### src/rtl/multi_cycle_control.sv
// Multi-cycle MIPS control FSM: sequences each instruction through fetch, decode,
// execute, memory and write-back, driving the shared-memory / shared-ALU datapath.
module multi_cycle_control #(
  parameter int unsigned MEM_WAIT = 0,
  parameter int unsigned CNT_W    = 32
) (
  input  logic             clk,
  input  logic             rst,
  input  logic [5:0]       OpCode,
  output logic             PC_w,
  output logic             PC_w_cond,
  output logic [1:0]       PC_src,
  output logic             IorD,
  output logic             Mem_r,
  output logic             Mem_w,
  output logic             IR_w,
  output logic             Mem_to_reg,
  output logic             Reg_dst,
  output logic             Reg_w,
  output logic             ALU_src_A,
  output logic [1:0]       ALU_src_B,
  output logic [1:0]       ALU_op,
  output logic [3:0]       State,
  output logic             Illegal,
  output logic [CNT_W-1:0] Retired
);

  localparam int unsigned OP_W   = 6;
  localparam int unsigned WAIT_W = 4;

  localparam logic [OP_W-1:0] OP_R     = 6'b000000;
  localparam logic [OP_W-1:0] OP_ADDIU = 6'b001001;
  localparam logic [OP_W-1:0] OP_ORI   = 6'b001101;
  localparam logic [OP_W-1:0] OP_LW    = 6'b100011;
  localparam logic [OP_W-1:0] OP_SW    = 6'b101011;
  localparam logic [OP_W-1:0] OP_BEQ   = 6'b000100;
  localparam logic [OP_W-1:0] OP_J     = 6'b000010;

  localparam logic [WAIT_W-1:0] WAIT_LAST = WAIT_W'(MEM_WAIT);

  typedef enum logic [3:0] {
    S_FETCH    = 4'd0,
    S_DECODE   = 4'd1,
    S_MEM_ADDR = 4'd2,
    S_MEM_RD   = 4'd3,
    S_MEM_WB   = 4'd4,
    S_MEM_WR   = 4'd5,
    S_R_EXEC   = 4'd6,
    S_R_WB     = 4'd7,
    S_I_EXEC   = 4'd8,
    S_I_WB     = 4'd9,
    S_BRANCH   = 4'd10,
    S_JUMP     = 4'd11,
    S_ILLEGAL  = 4'd15
  } state_t;

  state_t            r_state;
  state_t            w_state_nxt;
  logic [WAIT_W-1:0] r_wait;
  logic [WAIT_W-1:0] w_wait_nxt;
  logic [OP_W-1:0]   r_op;
  logic [OP_W-1:0]   w_op_nxt;
  logic [CNT_W-1:0]  r_retired;
  logic [CNT_W-1:0]  w_retired_nxt;
  logic              r_run;
  logic              w_last;

  assign w_last = (r_wait == WAIT_LAST);

  // r_run holds the FSM idle until the first clock edge after reset releases.
  always_ff @(posedge clk or posedge rst) begin
    if (rst) begin
      r_run     <= 1'b0;
      r_state   <= S_FETCH;
      r_wait    <= '0;
      r_op      <= '0;
      r_retired <= '0;
    end else begin
      r_run     <= 1'b1;
      r_state   <= w_state_nxt;
      r_wait    <= w_wait_nxt;
      r_op      <= w_op_nxt;
      r_retired <= w_retired_nxt;
    end
  end

  always_comb begin
    w_state_nxt   = r_state;
    w_wait_nxt    = '0;
    w_op_nxt      = r_op;
    w_retired_nxt = r_retired;
    PC_w          = 1'b0;
    PC_w_cond     = 1'b0;
    PC_src        = 2'b00;
    IorD          = 1'b0;
    Mem_r         = 1'b0;
    Mem_w         = 1'b0;
    IR_w          = 1'b0;
    Mem_to_reg    = 1'b0;
    Reg_dst       = 1'b0;
    Reg_w         = 1'b0;
    ALU_src_A     = 1'b0;
    ALU_src_B     = 2'b00;
    ALU_op        = 2'b00;

    if (r_run) begin
      case (r_state)
        S_FETCH: begin
          Mem_r     = 1'b1;
          ALU_src_B = 2'b01;
          if (w_last) begin
            IR_w        = 1'b1;
            PC_w        = 1'b1;
            w_state_nxt = S_DECODE;
          end else begin
            w_wait_nxt = r_wait + WAIT_W'(1);
          end
        end
        S_DECODE: begin
          ALU_src_B = 2'b11;
          w_op_nxt  = OpCode;
          case (OpCode)
            OP_R:             w_state_nxt = S_R_EXEC;
            OP_ADDIU, OP_ORI: w_state_nxt = S_I_EXEC;
            OP_LW, OP_SW:     w_state_nxt = S_MEM_ADDR;
            OP_BEQ:           w_state_nxt = S_BRANCH;
            OP_J:             w_state_nxt = S_JUMP;
            default:          w_state_nxt = S_ILLEGAL;
          endcase
        end
        S_MEM_ADDR: begin
          ALU_src_A   = 1'b1;
          ALU_src_B   = 2'b10;
          w_state_nxt = (r_op == OP_LW) ? S_MEM_RD : S_MEM_WR;
        end
        S_MEM_RD: begin
          Mem_r = 1'b1;
          IorD  = 1'b1;
          if (w_last) w_state_nxt = S_MEM_WB;
          else        w_wait_nxt  = r_wait + WAIT_W'(1);
        end
        S_MEM_WB: begin
          Reg_w         = 1'b1;
          Mem_to_reg    = 1'b1;
          w_state_nxt   = S_FETCH;
          w_retired_nxt = r_retired + CNT_W'(1);
        end
        S_MEM_WR: begin
          Mem_w = 1'b1;
          IorD  = 1'b1;
          if (w_last) begin
            w_state_nxt   = S_FETCH;
            w_retired_nxt = r_retired + CNT_W'(1);
          end else begin
            w_wait_nxt = r_wait + WAIT_W'(1);
          end
        end
        S_R_EXEC: begin
          ALU_src_A   = 1'b1;
          ALU_op      = 2'b10;
          w_state_nxt = S_R_WB;
        end
        S_R_WB: begin
          Reg_w         = 1'b1;
          Reg_dst       = 1'b1;
          w_state_nxt   = S_FETCH;
          w_retired_nxt = r_retired + CNT_W'(1);
        end
        S_I_EXEC: begin
          ALU_src_A   = 1'b1;
          ALU_src_B   = 2'b10;
          ALU_op      = (r_op == OP_ORI) ? 2'b11 : 2'b00;
          w_state_nxt = S_I_WB;
        end
        S_I_WB: begin
          Reg_w         = 1'b1;
          w_state_nxt   = S_FETCH;
          w_retired_nxt = r_retired + CNT_W'(1);
        end
        S_BRANCH: begin
          ALU_src_A     = 1'b1;
          ALU_op        = 2'b01;
          PC_w_cond     = 1'b1;
          PC_src        = 2'b01;
          w_state_nxt   = S_FETCH;
          w_retired_nxt = r_retired + CNT_W'(1);
        end
        S_JUMP: begin
          PC_w          = 1'b1;
          PC_src        = 2'b10;
          w_state_nxt   = S_FETCH;
          w_retired_nxt = r_retired + CNT_W'(1);
        end
        S_ILLEGAL: w_state_nxt = S_ILLEGAL;
        default:   w_state_nxt = S_ILLEGAL;
      endcase
    end
  end

  assign State   = r_state;
  assign Illegal = (r_state == S_ILLEGAL);
  assign Retired = r_retired;

endmodule
### config.mk
export PLATFORM = sky130hd
export DESIGN_NAME = multi_cycle_control
export DESIGN_NICKNAME = d
export VERILOG_FILES = /design/src/rtl/multi_cycle_control.sv
export SDC_FILE = /design/constraint.sdc
export NUM_CORES = 1
export LEC_CHECK = 0
export ABC_AREA = 1
export CAP_MARGIN = 20
export CELL_PAD_IN_SITES_DETAIL_PLACEMENT = 1
export CELL_PAD_IN_SITES_GLOBAL_PLACEMENT = 1
export CORE_MARGIN = 2
export CORE_UTILIZATION = 37
export CTS_CLUSTER_DIAMETER = 100
export DETAILED_ROUTE_END_ITERATION = 16
export HOLD_SLACK_MARGIN = 0.15
export PLACE_DENSITY_LB_ADDON = 0.15
export REMOVE_ABC_BUFFERS = 1
export SYNTH_ARGS = -nofsm -noshare
export SYNTH_HDL_FRONTEND = slang
export SYNTH_SLANG_ARGS = --single-unit
### constraint.sdc
create_clock -name clk -period 1.9 [get_ports clk]
set_input_delay 0.19 -clock clk [delete_from_list [all_inputs] [get_ports clk]]
set_output_delay 0.19 -clock clk [all_outputs]
set_load 0.01 [all_outputs]
==> reports/results.ini <==
[pwr]
netSwitchingPower_uw=437
leakage_nw=1.87
pwr-share-clk=0.420
power_density_nw_per_um2=470
internal_power_mw=1.48
p_seq_frac=0.528
share_comb_of_total_power=0.051
p_sw_frac=0.228
max-vdd-ir-drop_mv=0.295
fin_total_pwr_mw=1.91

[sta]
timing.final.crit_share=0.944
hold_viol=0
period_needed_ps=1790
rsz0062_at_grt=no
setup_ws_ps=106
max_freq_ghz=0.557
finalSetupTns_ps=0
final.setup_skew_ps=15.9
setup_viol=0
maxSlewViolCount=0
fin_worst_hold_slack_ps=213

[logic_synthesis]
ys_seq_elements=47
async_reset_ff_frac=1.00
synth_top_area_cell=dfrtp_1
synth-warning-count=0
synth_edf_count=0
synth_compound_area_frac=0.0397
seq_area_frac_synth=0.381
yosysMostFrequentCell=nand2_1
synthAdderAreaFrac=0.0122
synth-xor-area-share=0.0624
synth.area.mux_share=0.00365
synth_top_area_share=0.381
synth.distinct_cells=34
synth_top_family_by_area=simple AND/OR/NAND/NOR gates
synthesis.instances=453
synthesis.area_um2=3090
syn_area_per_cell_um2=6.81
yosys-top-cells-area=dfrtp_1 38%, nand2_1 20%, nor2_1 9.5%
synth_commonest_cells=164 x nand2_1, 78 x nor2_1, 47 x dfrtp_1, 40 x inv_1, 20 x nand3_1
synth-simple-area-share=0.425
synth_ff_type=dfrtp_1

[floorplanning]
die_area_um2=9090
rows=33
initial_core_util=0.379
die_w_um=95.3
coreArea_um2=8130
die_y_um=95.3
io_pins=61

[cts]
max-clock-path-buffers=2
ctsHtreeMaxLevel=2
clk_latency_ps=310
clock_sinks=47
cts_tree=built
numCtsBuffers=5
clk_pin_slew_ps=90
cts-root-buf=clkbuf_8

[route]
firstDrtPassIters=4
drtIter0Drc=99
drc=0
wirelength_mm=9.29
ant_nets=0
viasPerCell=4.85
drt-wirelength-per-cell_um=14.5
vias=3106

[placement]
port_buffers=60
pre_cts_ws_ps=-16.6
place_area_um2=3890
dp_cells=627
place_hpwl_mm=7.33
gp_congestion=0.872

[grt]
grt_pass1_vias=3214
grt_use_total=0.220
antenna_found_initial=0
overflow=0
grt_max_degree=48
grt_pass1_wl_mm=15.6

[critical_path]
crit_type=reg -> out
r2r_start=Retired[5]$_DFFE_PP0P_
critical_path.top_delay_family=buffers and inverters
startpoint=State[1]$_DFFE_PP0P_
cp_num_buf_inv=5
cp_max_fo=6
cp-end-kind=primary output
required_ps=1710
worst_path_largest_cell_delay_ps=450
slowest_stage=dfrtp_2
worstPathArrival_ps=1600
start_kind=flip-flop
path_cells=inv_2, nor2_2, inv_1, nor2_2, buf_4, inv_1, a31oi_1, clkbuf_2

[final_layout]
finalNonFillerCells=641
syn_to_final_growth_pct=31.8
final_cell_area_um2=4070
drive_above_1_share=0.147
fin_util=0.500
nets=546
n_antenna_cell=0

[worst_hold_path]
hp-class=in -> async

[run]
drv_cap=0

[outcome]
status=finished clean

==> placed cells by master, fill, tap and decap left out, drive strengths merged, types with 3 or more instances in the layout <==
master,Yosys,layout
inv,47,48
dfrtp,47,47
clkdlybuf4s50,0,43
nor2,90,90
o21ai,10,10
nand2,171,171
nor3,12,12
dlygate4sd2,0,12
xnor2,7,7
xor2,15,15
ha,3,3
nand3,20,20
nand4,3,3
nand3b,5,5
a21oi,8,8
clkbuf,2,10
buf,4,21
==> metal layers <==
layer,GRT usage,part of all wire,wire (um)
met5,0,0,0
met4,0.0423,0.0098,91
met3,0.0292,0.035,321
met2,0.380,0.48,4490
met1,0.296,0.47,4390
==> worst min-delay path: cells and delay by family <==
| family | cells | cell delay, ps |
|---|---|---|
| buffers and inverters | 3 | 710 |
==> flip-flops by register name, indices dropped and copies added, names as in the netlist <==
name and cells:
Retired 32, r_op 6, State 4, r_wait 4
r_run 1
==> kinds of logic (layout without fill, tap and decap cells) <==
kind of cell,after synthesis,in the layout
AOI/OAI and AO/OA,23,23
xor gates and xnor gates,22,22
adders and majority gates,3,3
buffers and inverters,54,137
DFF,47,47
muxes,1,1
other,1,1
and+or+nand+nor,302,302
==> cell type report <==
cell class	count	area [um2]
repair buffers	81	738
multi-input cells	352	1710
inverters	48	186
clock inverters	2	38.8
clock buffers	6	82.6
fillers	1081	4070
well taps	105	131
flip-flops and latches	47	1180
==> worst paths after layout <==
check	cells past startpoint	endpoint	slack (ps)
setup / recovery	8	ALU_src_A	110
hold / removal	3	r_op[1]$_DFFE_PP0P_	210
setup reg to reg	9	Retired[17]$_DFFE_PP0P_	150
hold reg to reg	1	r_wait[0]$_DFF_PP0_	500
max in group asynchronous	3	State[1]$_DFFE_PP0P_	1400
min in group clk	1	r_wait[0]$_DFF_PP0_	500
==> power by group through the flow <==
stage          clock, mW  sequential [mW]  combinational [mW]
2_1_floorplan          0             1.03              0.0471
3_3_place_gp           0             1.03              0.0952
3_5_place_dp           0             1.03              0.0963
4_1_cts            0.827             1.01               0.100
5_1_grt            0.870             1.01               0.111
6_report           0.804             1.01              0.0983
==> repair_timing <==
item	4_1_cts	5_1_grt
hold buffers	0	0
setup buffers	6	0
resized for setup	28	14
pin swaps	2	0
setup endpoints to repair	16	8
Note: power is estimated with default switching activity, not from simulation.
